`src/rtl/mem_wb.sv`:
```
// ---------------------------------------------------------------------------
// mem_wb -- memory / write-back stage.
//
// Takes the execute stage's result bundle and turns it into a data-memory
// request, a register-file write or a PC redirect. Non-memory ops commit one
// cycle after acceptance at full throughput. Loads and stores hold the stage
// in ACCESS (exe_ready low) until the memory acknowledges the request.
//
// Optional feature: define MEM_WB_TIMEOUT_EN to abort an ACCESS that sees no
// dmem_ack within MEM_TIMEOUT cycles; the abort sets the sticky mem_err flag.
// Without the macro the stage waits for the ack indefinitely and mem_err is 0.
//
// Ports:
//   clk, rst_n            clock (rising edge), asynchronous active-low reset
//   exe_valid/exe_ready   bundle handshake with the execute stage
//   exe_out               ALU result, or memory address for loads/stores
//   z_flag, is_branch     branch condition and branch marker
//   pc_target             branch target
//   needs_wb, wb_addr     register-file write request and destination
//   is_load, is_store     memory op markers (both set = store)
//   store_data            store write data
//   dmem_req/we/addr/wdata  data-memory request, held until dmem_ack
//   dmem_ack, dmem_rdata  memory completion and load data
//   rf_we/waddr/wdata     register-file write port (rf_we is a pulse)
//   br_taken, br_target   PC redirect (br_taken is a pulse)
//   mem_err               sticky memory-timeout flag
// ---------------------------------------------------------------------------
module mem_wb #(
    parameter int DATA_W = 32,
    parameter int REG_AW = 4
`ifdef MEM_WB_TIMEOUT_EN
    ,
    parameter int MEM_TIMEOUT = 15
`endif
) (
    input  logic              clk,
    input  logic              rst_n,
    input  logic              exe_valid,
    output logic              exe_ready,
    input  logic [DATA_W-1:0] exe_out,
    input  logic              z_flag,
    input  logic              is_branch,
    input  logic [DATA_W-1:0] pc_target,
    input  logic              needs_wb,
    input  logic              is_load,
    input  logic              is_store,
    input  logic [DATA_W-1:0] store_data,
    input  logic [REG_AW-1:0] wb_addr,
    output logic              dmem_req,
    output logic              dmem_we,
    output logic [DATA_W-1:0] dmem_addr,
    output logic [DATA_W-1:0] dmem_wdata,
    input  logic              dmem_ack,
    input  logic [DATA_W-1:0] dmem_rdata,
    output logic              rf_we,
    output logic [REG_AW-1:0] rf_waddr,
    output logic [DATA_W-1:0] rf_wdata,
    output logic              br_taken,
    output logic [DATA_W-1:0] br_target,
    output logic              mem_err
);

    typedef enum logic [0:0] {
        ST_IDLE   = 1'b0,
        ST_ACCESS = 1'b1
    } state_t;

    state_t              state_q,      state_d;
    logic                dmem_req_q,   dmem_req_d;
    logic                dmem_we_q,    dmem_we_d;
    logic [DATA_W-1:0]   dmem_addr_q,  dmem_addr_d;
    logic [DATA_W-1:0]   dmem_wdata_q, dmem_wdata_d;
    logic                rf_we_q,      rf_we_d;
    logic [REG_AW-1:0]   rf_waddr_q,   rf_waddr_d;
    logic [DATA_W-1:0]   rf_wdata_q,   rf_wdata_d;
    logic                br_taken_q,   br_taken_d;
    logic [DATA_W-1:0]   br_target_q,  br_target_d;
    // Destination of the in-flight load, captured at acceptance.
    logic [REG_AW-1:0]   lat_waddr_q,  lat_waddr_d;
    logic                lat_wb_q,     lat_wb_d;
    logic                is_mem_s;

`ifdef MEM_WB_TIMEOUT_EN
    localparam int TMO_W = $clog2(MEM_TIMEOUT + 1);
    // Count value seen in the last ACCESS cycle before the abort fires.
    localparam logic [TMO_W-1:0] TMO_LIMIT = TMO_W'(MEM_TIMEOUT - 1);
    localparam logic [TMO_W-1:0] TMO_ONE   = TMO_W'(1);

    logic [TMO_W-1:0]    tmo_cnt_q,    tmo_cnt_d;
    logic                mem_err_q,    mem_err_d;
`endif

    assign exe_ready  = (state_q == ST_IDLE);
    assign is_mem_s   = is_load | is_store;

    assign dmem_req   = dmem_req_q;
    assign dmem_we    = dmem_we_q;
    assign dmem_addr  = dmem_addr_q;
    assign dmem_wdata = dmem_wdata_q;
    assign rf_we      = rf_we_q;
    assign rf_waddr   = rf_waddr_q;
    assign rf_wdata   = rf_wdata_q;
    assign br_taken   = br_taken_q;
    assign br_target  = br_target_q;
`ifdef MEM_WB_TIMEOUT_EN
    assign mem_err    = mem_err_q;
`else
    assign mem_err    = 1'b0;
`endif

    // Next-state and next-output computation for the IDLE/ACCESS controller.
    always_comb begin
        state_d      = state_q;
        dmem_req_d   = dmem_req_q;
        dmem_we_d    = dmem_we_q;
        dmem_addr_d  = dmem_addr_q;
        dmem_wdata_d = dmem_wdata_q;
        rf_we_d      = 1'b0;
        rf_waddr_d   = rf_waddr_q;
        rf_wdata_d   = rf_wdata_q;
        br_taken_d   = 1'b0;
        br_target_d  = br_target_q;
        lat_waddr_d  = lat_waddr_q;
        lat_wb_d     = lat_wb_q;
`ifdef MEM_WB_TIMEOUT_EN
        tmo_cnt_d    = tmo_cnt_q;
        mem_err_d    = mem_err_q;
`endif
        case (state_q)
            ST_IDLE: begin
                if (exe_valid) begin
                    if (is_mem_s) begin
                        // is_store wins when both markers are set; branch is ignored.
                        state_d      = ST_ACCESS;
                        dmem_req_d   = 1'b1;
                        dmem_we_d    = is_store;
                        dmem_addr_d  = exe_out;
                        dmem_wdata_d = store_data;
                        lat_waddr_d  = wb_addr;
                        lat_wb_d     = needs_wb;
`ifdef MEM_WB_TIMEOUT_EN
                        tmo_cnt_d    = {TMO_W{1'b0}};
`endif
                    end else begin
                        rf_we_d      = needs_wb;
                        rf_waddr_d   = wb_addr;
                        rf_wdata_d   = exe_out;
                        br_taken_d   = is_branch & z_flag;
                        br_target_d  = pc_target;
                    end
                end else begin
                    state_d = ST_IDLE;
                end
            end
            ST_ACCESS: begin
                if (dmem_ack) begin
                    // An ack in the limit cycle completes normally.
                    state_d    = ST_IDLE;
                    dmem_req_d = 1'b0;
                    if (!dmem_we_q && lat_wb_q) begin
                        rf_we_d    = 1'b1;
                        rf_waddr_d = lat_waddr_q;
                        rf_wdata_d = dmem_rdata;
                    end else begin
                        rf_we_d    = 1'b0;
                    end
                end
`ifdef MEM_WB_TIMEOUT_EN
                else if (tmo_cnt_q == TMO_LIMIT) begin
                    state_d    = ST_IDLE;
                    dmem_req_d = 1'b0;
                    mem_err_d  = 1'b1;
                end else begin
                    tmo_cnt_d  = tmo_cnt_q + TMO_ONE;
                end
`else
                else begin
                    state_d = ST_ACCESS;
                end
`endif
            end
            default: begin
                state_d    = ST_IDLE;
                dmem_req_d = 1'b0;
            end
        endcase
    end

    // State and registered outputs; reset drops any in-flight transaction.
    always_ff @(posedge clk or negedge rst_n) begin
        if (!rst_n) begin
            state_q      <= ST_IDLE;
            dmem_req_q   <= 1'b0;
            dmem_we_q    <= 1'b0;
            dmem_addr_q  <= {DATA_W{1'b0}};
            dmem_wdata_q <= {DATA_W{1'b0}};
            rf_we_q      <= 1'b0;
            rf_waddr_q   <= {REG_AW{1'b0}};
            rf_wdata_q   <= {DATA_W{1'b0}};
            br_taken_q   <= 1'b0;
            br_target_q  <= {DATA_W{1'b0}};
            lat_waddr_q  <= {REG_AW{1'b0}};
            lat_wb_q     <= 1'b0;
`ifdef MEM_WB_TIMEOUT_EN
            tmo_cnt_q    <= {TMO_W{1'b0}};
            mem_err_q    <= 1'b0;
`endif
        end else begin
            state_q      <= state_d;
            dmem_req_q   <= dmem_req_d;
            dmem_we_q    <= dmem_we_d;
            dmem_addr_q  <= dmem_addr_d;
            dmem_wdata_q <= dmem_wdata_d;
            rf_we_q      <= rf_we_d;
            rf_waddr_q   <= rf_waddr_d;
            rf_wdata_q   <= rf_wdata_d;
            br_taken_q   <= br_taken_d;
            br_target_q  <= br_target_d;
            lat_waddr_q  <= lat_waddr_d;
            lat_wb_q     <= lat_wb_d;
`ifdef MEM_WB_TIMEOUT_EN
            tmo_cnt_q    <= tmo_cnt_d;
            mem_err_q    <= mem_err_d;
`endif
        end
    end

endmodule

```
`config.mk`:
```
export PLATFORM = sky130hd
export DESIGN_NAME = mem_wb
export DESIGN_NICKNAME = d
export VERILOG_FILES = /design/src/rtl/mem_wb.sv
export SDC_FILE = /design/constraint.sdc
export NUM_CORES = 1
export LEC_CHECK = 0
export CAP_MARGIN = 20
export CORE_ASPECT_RATIO = 1.1
export CORE_UTILIZATION = 37
export DETAILED_ROUTE_END_ITERATION = 12
export PLACE_DENSITY = 0.77
export SLEW_MARGIN = 20
export SYNTH_ARGS = -nofsm -noshare
export SYNTH_HDL_FRONTEND = slang
export SYNTH_SLANG_ARGS = --single-unit
```
`constraint.sdc`:
```
create_clock -name clk -period 1.9 [get_ports clk]
set_clock_uncertainty 0.1 [all_clocks]
set_input_delay 0.19 -clock clk [delete_from_list [all_inputs] [get_ports clk]]
set_output_delay 0.19 -clock clk [all_outputs]
set_load 0.005 [all_outputs]
```
==> flow_summary.json <==
{
  "drc_errors": 0,
  "hold_class": "primary input to async pin",
  "grt_pass1_wl_mm": 23.5,
  "path_max_fanout": 36,
  "tritoncts": "done",
  "cellLeakagePower_nw": 3.89,
  "layout_common_cells": "275 x clkdlybuf4s50_1, 158 x mux2_2, 141 x dfrtp_1, 17 x clkbuf_16, 10 x mux2_4",
  "finalWeightedCongestion": 0.771,
  "period_needed_ps": 1860,
  "layout.cells.non_filler": 850,
  "numCtsBuffers": 17,
  "status": "finished, final reports clean",
  "port_buffers": 277,
  "synth.distinct_cells": 21,
  "hold_viol": 0,
  "die_width_um": 121,
  "critical_path_required_ps": 2090,
  "maxSlewHeadroom_pct": 66.4,
  "final_common_cell": "clkdlybuf4s50_1",
  "clock-sinks": 142,
  "syn-num-nets": 492,
  "startpoint_type": "register",
  "clkTransAtPathRegs_ps": 60,
  "vias": 4071,
  "cap_violations": 0,
  "synth_area_per_cell_um2": 16.5,
  "routed_via_density": 4.79,
  "min_period_over_period_pct": 98.1,
  "power_density_mw_per_mm2": 1210,
  "row_count": 47,
  "hpwl_mm": 11.2,
  "crit_type": "register to register",
  "layout-drive-gt1-share_pct": 32.7,
  "final_util_pct": 62.4,
  "reg2reg_slack_ps": 40,
  "grt_overflow": 0,
  "r2r-start": "state_q",
  "fillCellCount": 1150,
  "coreArea_mm2": 0.0152,
  "synth_seq_cells": 142,
  "synth_area_mm2": 0.00579,
  "nets": 783,
  "placed_cells": 817,
  "clockBufferDepth": 2,
  "yosys_warnings": 0,
  "diodes": 0,
  "start_util_pct": 38.2,
  "preCtsSetupSlack_ps": -176,
  "slew_viol_final": 0,
  "synthToLayoutAreaGrowth_pct": 63.3,
  "antenna_found_initial": 0,
  "cts_htree_levels": 4,
  "clock.fmax_mhz": 537,
  "drt-total-wl_mm": 15.0,
  "dieArea_mm2": 0.0162,
  "ios": 279,
  "routedWlPerCell_um": 17.6,
  "syn_inst": 351,
  "setup_ws_ps": 37.0,
  "first_pass_iters": 4,
  "ys_seq_area_share_pct": 61.3,
  "arrival_ps": 2060,
  "die_h_um": 133,
  "grt_max_degree": 52,
  "tightest_slew_ps": 504,
  "rsz0062_at_grt": "yes",
  "ir_drop_mv": 0.714,
  "clk_latency_ps": 410,
  "drtIter0Drc": 102,
  "r2r_cells": 4,
  "setup_viol": 0,
  "regToRegEndpoint": "rf_wdata[28]",
  "cp-end-kind": "register",
  "grt_usage_pct": 19.2,
  "root_buffer": "clkbuf_16",
  "ant_nets": 0,
  "grt_pass1_vias": 4544
}
-- synth_stat cells --
library cell  instances  share of area [%]
a21o_1                1               0.13
a22o_1                1               0.15
and3_1                1               0.11
buf_1                 1              0.065
buf_2                13                1.1
buf_4                 1               0.13
buf_6                 4               0.78
clkbuf_1              1              0.065
conb_1                1              0.065
dfrtp_1             142                 61
inv_1                 2               0.13
mux2_1                5               0.97
mux2_2              158                 31
mux2_4               10                2.6
nand2_1               4               0.26
nand4b_1              1               0.15
nor2b_1               1               0.11
nor4b_4               1               0.41
o21a_1                1               0.13
o21bai_1              1               0.13
o41ai_4               1               0.48
-- worst max-delay path, cell delays in order, from the launching register on --
cell and delay (ps):
dfrtp_2 400, buf_4 170, o41ai_4 390, buf_12 270, mux2_2 370
-- cell type report --
| class | instances | area, µm² | share of cell area (%) |
|---|---|---|---|
| Multi-Input combinational cell | 187 | 2120 | 22.4 |
| Inverter | 2 | 7.51 | 0.0793 |
| Timing Repair Buffer | 292 | 2980 | 31.5 |
| Clock buffer | 24 | 472 | 4.98 |
| Clock inverter | 7 | 87.6 | 0.925 |
| Tap cell | 196 | 245 | 2.59 |
| Sequential cell | 142 | 3550 | 37.6 |
-- timing repair --
item                       CTS  global route
hold buffers                 1             0
setup endpoints to repair    1            49
gates resized for setup      2             1
buffers inserted             1             0
hold endpoints to repair    48             0
-- flip-flops by register name, summed over array words and instances (netlist names) --
register / flops
lat_wb_q: 1
lat_waddr_q: 4
rf_waddr: 4
rf_we: 1
br_taken: 1
dmem_addr: 32
br_target: 32
rf_wdata: 32
dmem_wdata: 32
dmem_req: 1
state_q: 1
dmem_we: 1
-- logic make-up (layout without fill, tap and decap cells) --
family | count (synthesis) | count (layout) | share of synthesized area, %
mux | 173 | 173 | 34.3
flops | 142 | 142 | 61.3
other cells | 1 | 1 | 0.0647
buf+inv | 22 | 325 | 2.29
simple gates | 8 | 8 | 1.04
compound gates | 5 | 5 | 1.02
-- metrics by stage --
stage                     hold WS, ps  TNS (ps)  area [µm²]  total power, mW
after floorplan                  -206         0        5790             5.77
after global placement           74.8     -6940        8880             8.26
after detailed placement         78.0    -14100        8880             8.39
after CTS                         214         0        9460             11.6
after global routing              241     -25.3        9460             12.1
final                             207         0        9460             11.5
-- per-layer routing --
layer | wire length [µm] | track usage (%) | up-vias
met4 | 454 | 8.64 | 0
li1 | - | - | 1833
met5 | 0 | 0 | -
met3 | 1430 | 7.71 | 34
met2 | 7740 | 33.7 | 196
met1 | 5360 | 19.7 | 2008
-- where the power goes --
group	internal [mW]	switching, mW
registers	3.97	0.495
logic	2.73	1.11
clock network	1.99	1.18
total	8.69	2.78
-- worst max-delay path by stage --
stage	depth (start not counted)	slack [ps]	endpoint	from
floorplan	4	40	rf_wdata[10]	state_q
global placement	4	-120	rf_wdata[0]	is_store
detailed placement	4	-180	rf_wdata[31]	is_store
CTS	5	30	dmem_addr[10]	state_q
global route	4	-8	rf_wdata[22]	state_q
finish	4	40	rf_wdata[28]	state_q
Power figures use the tool's default switching activity.
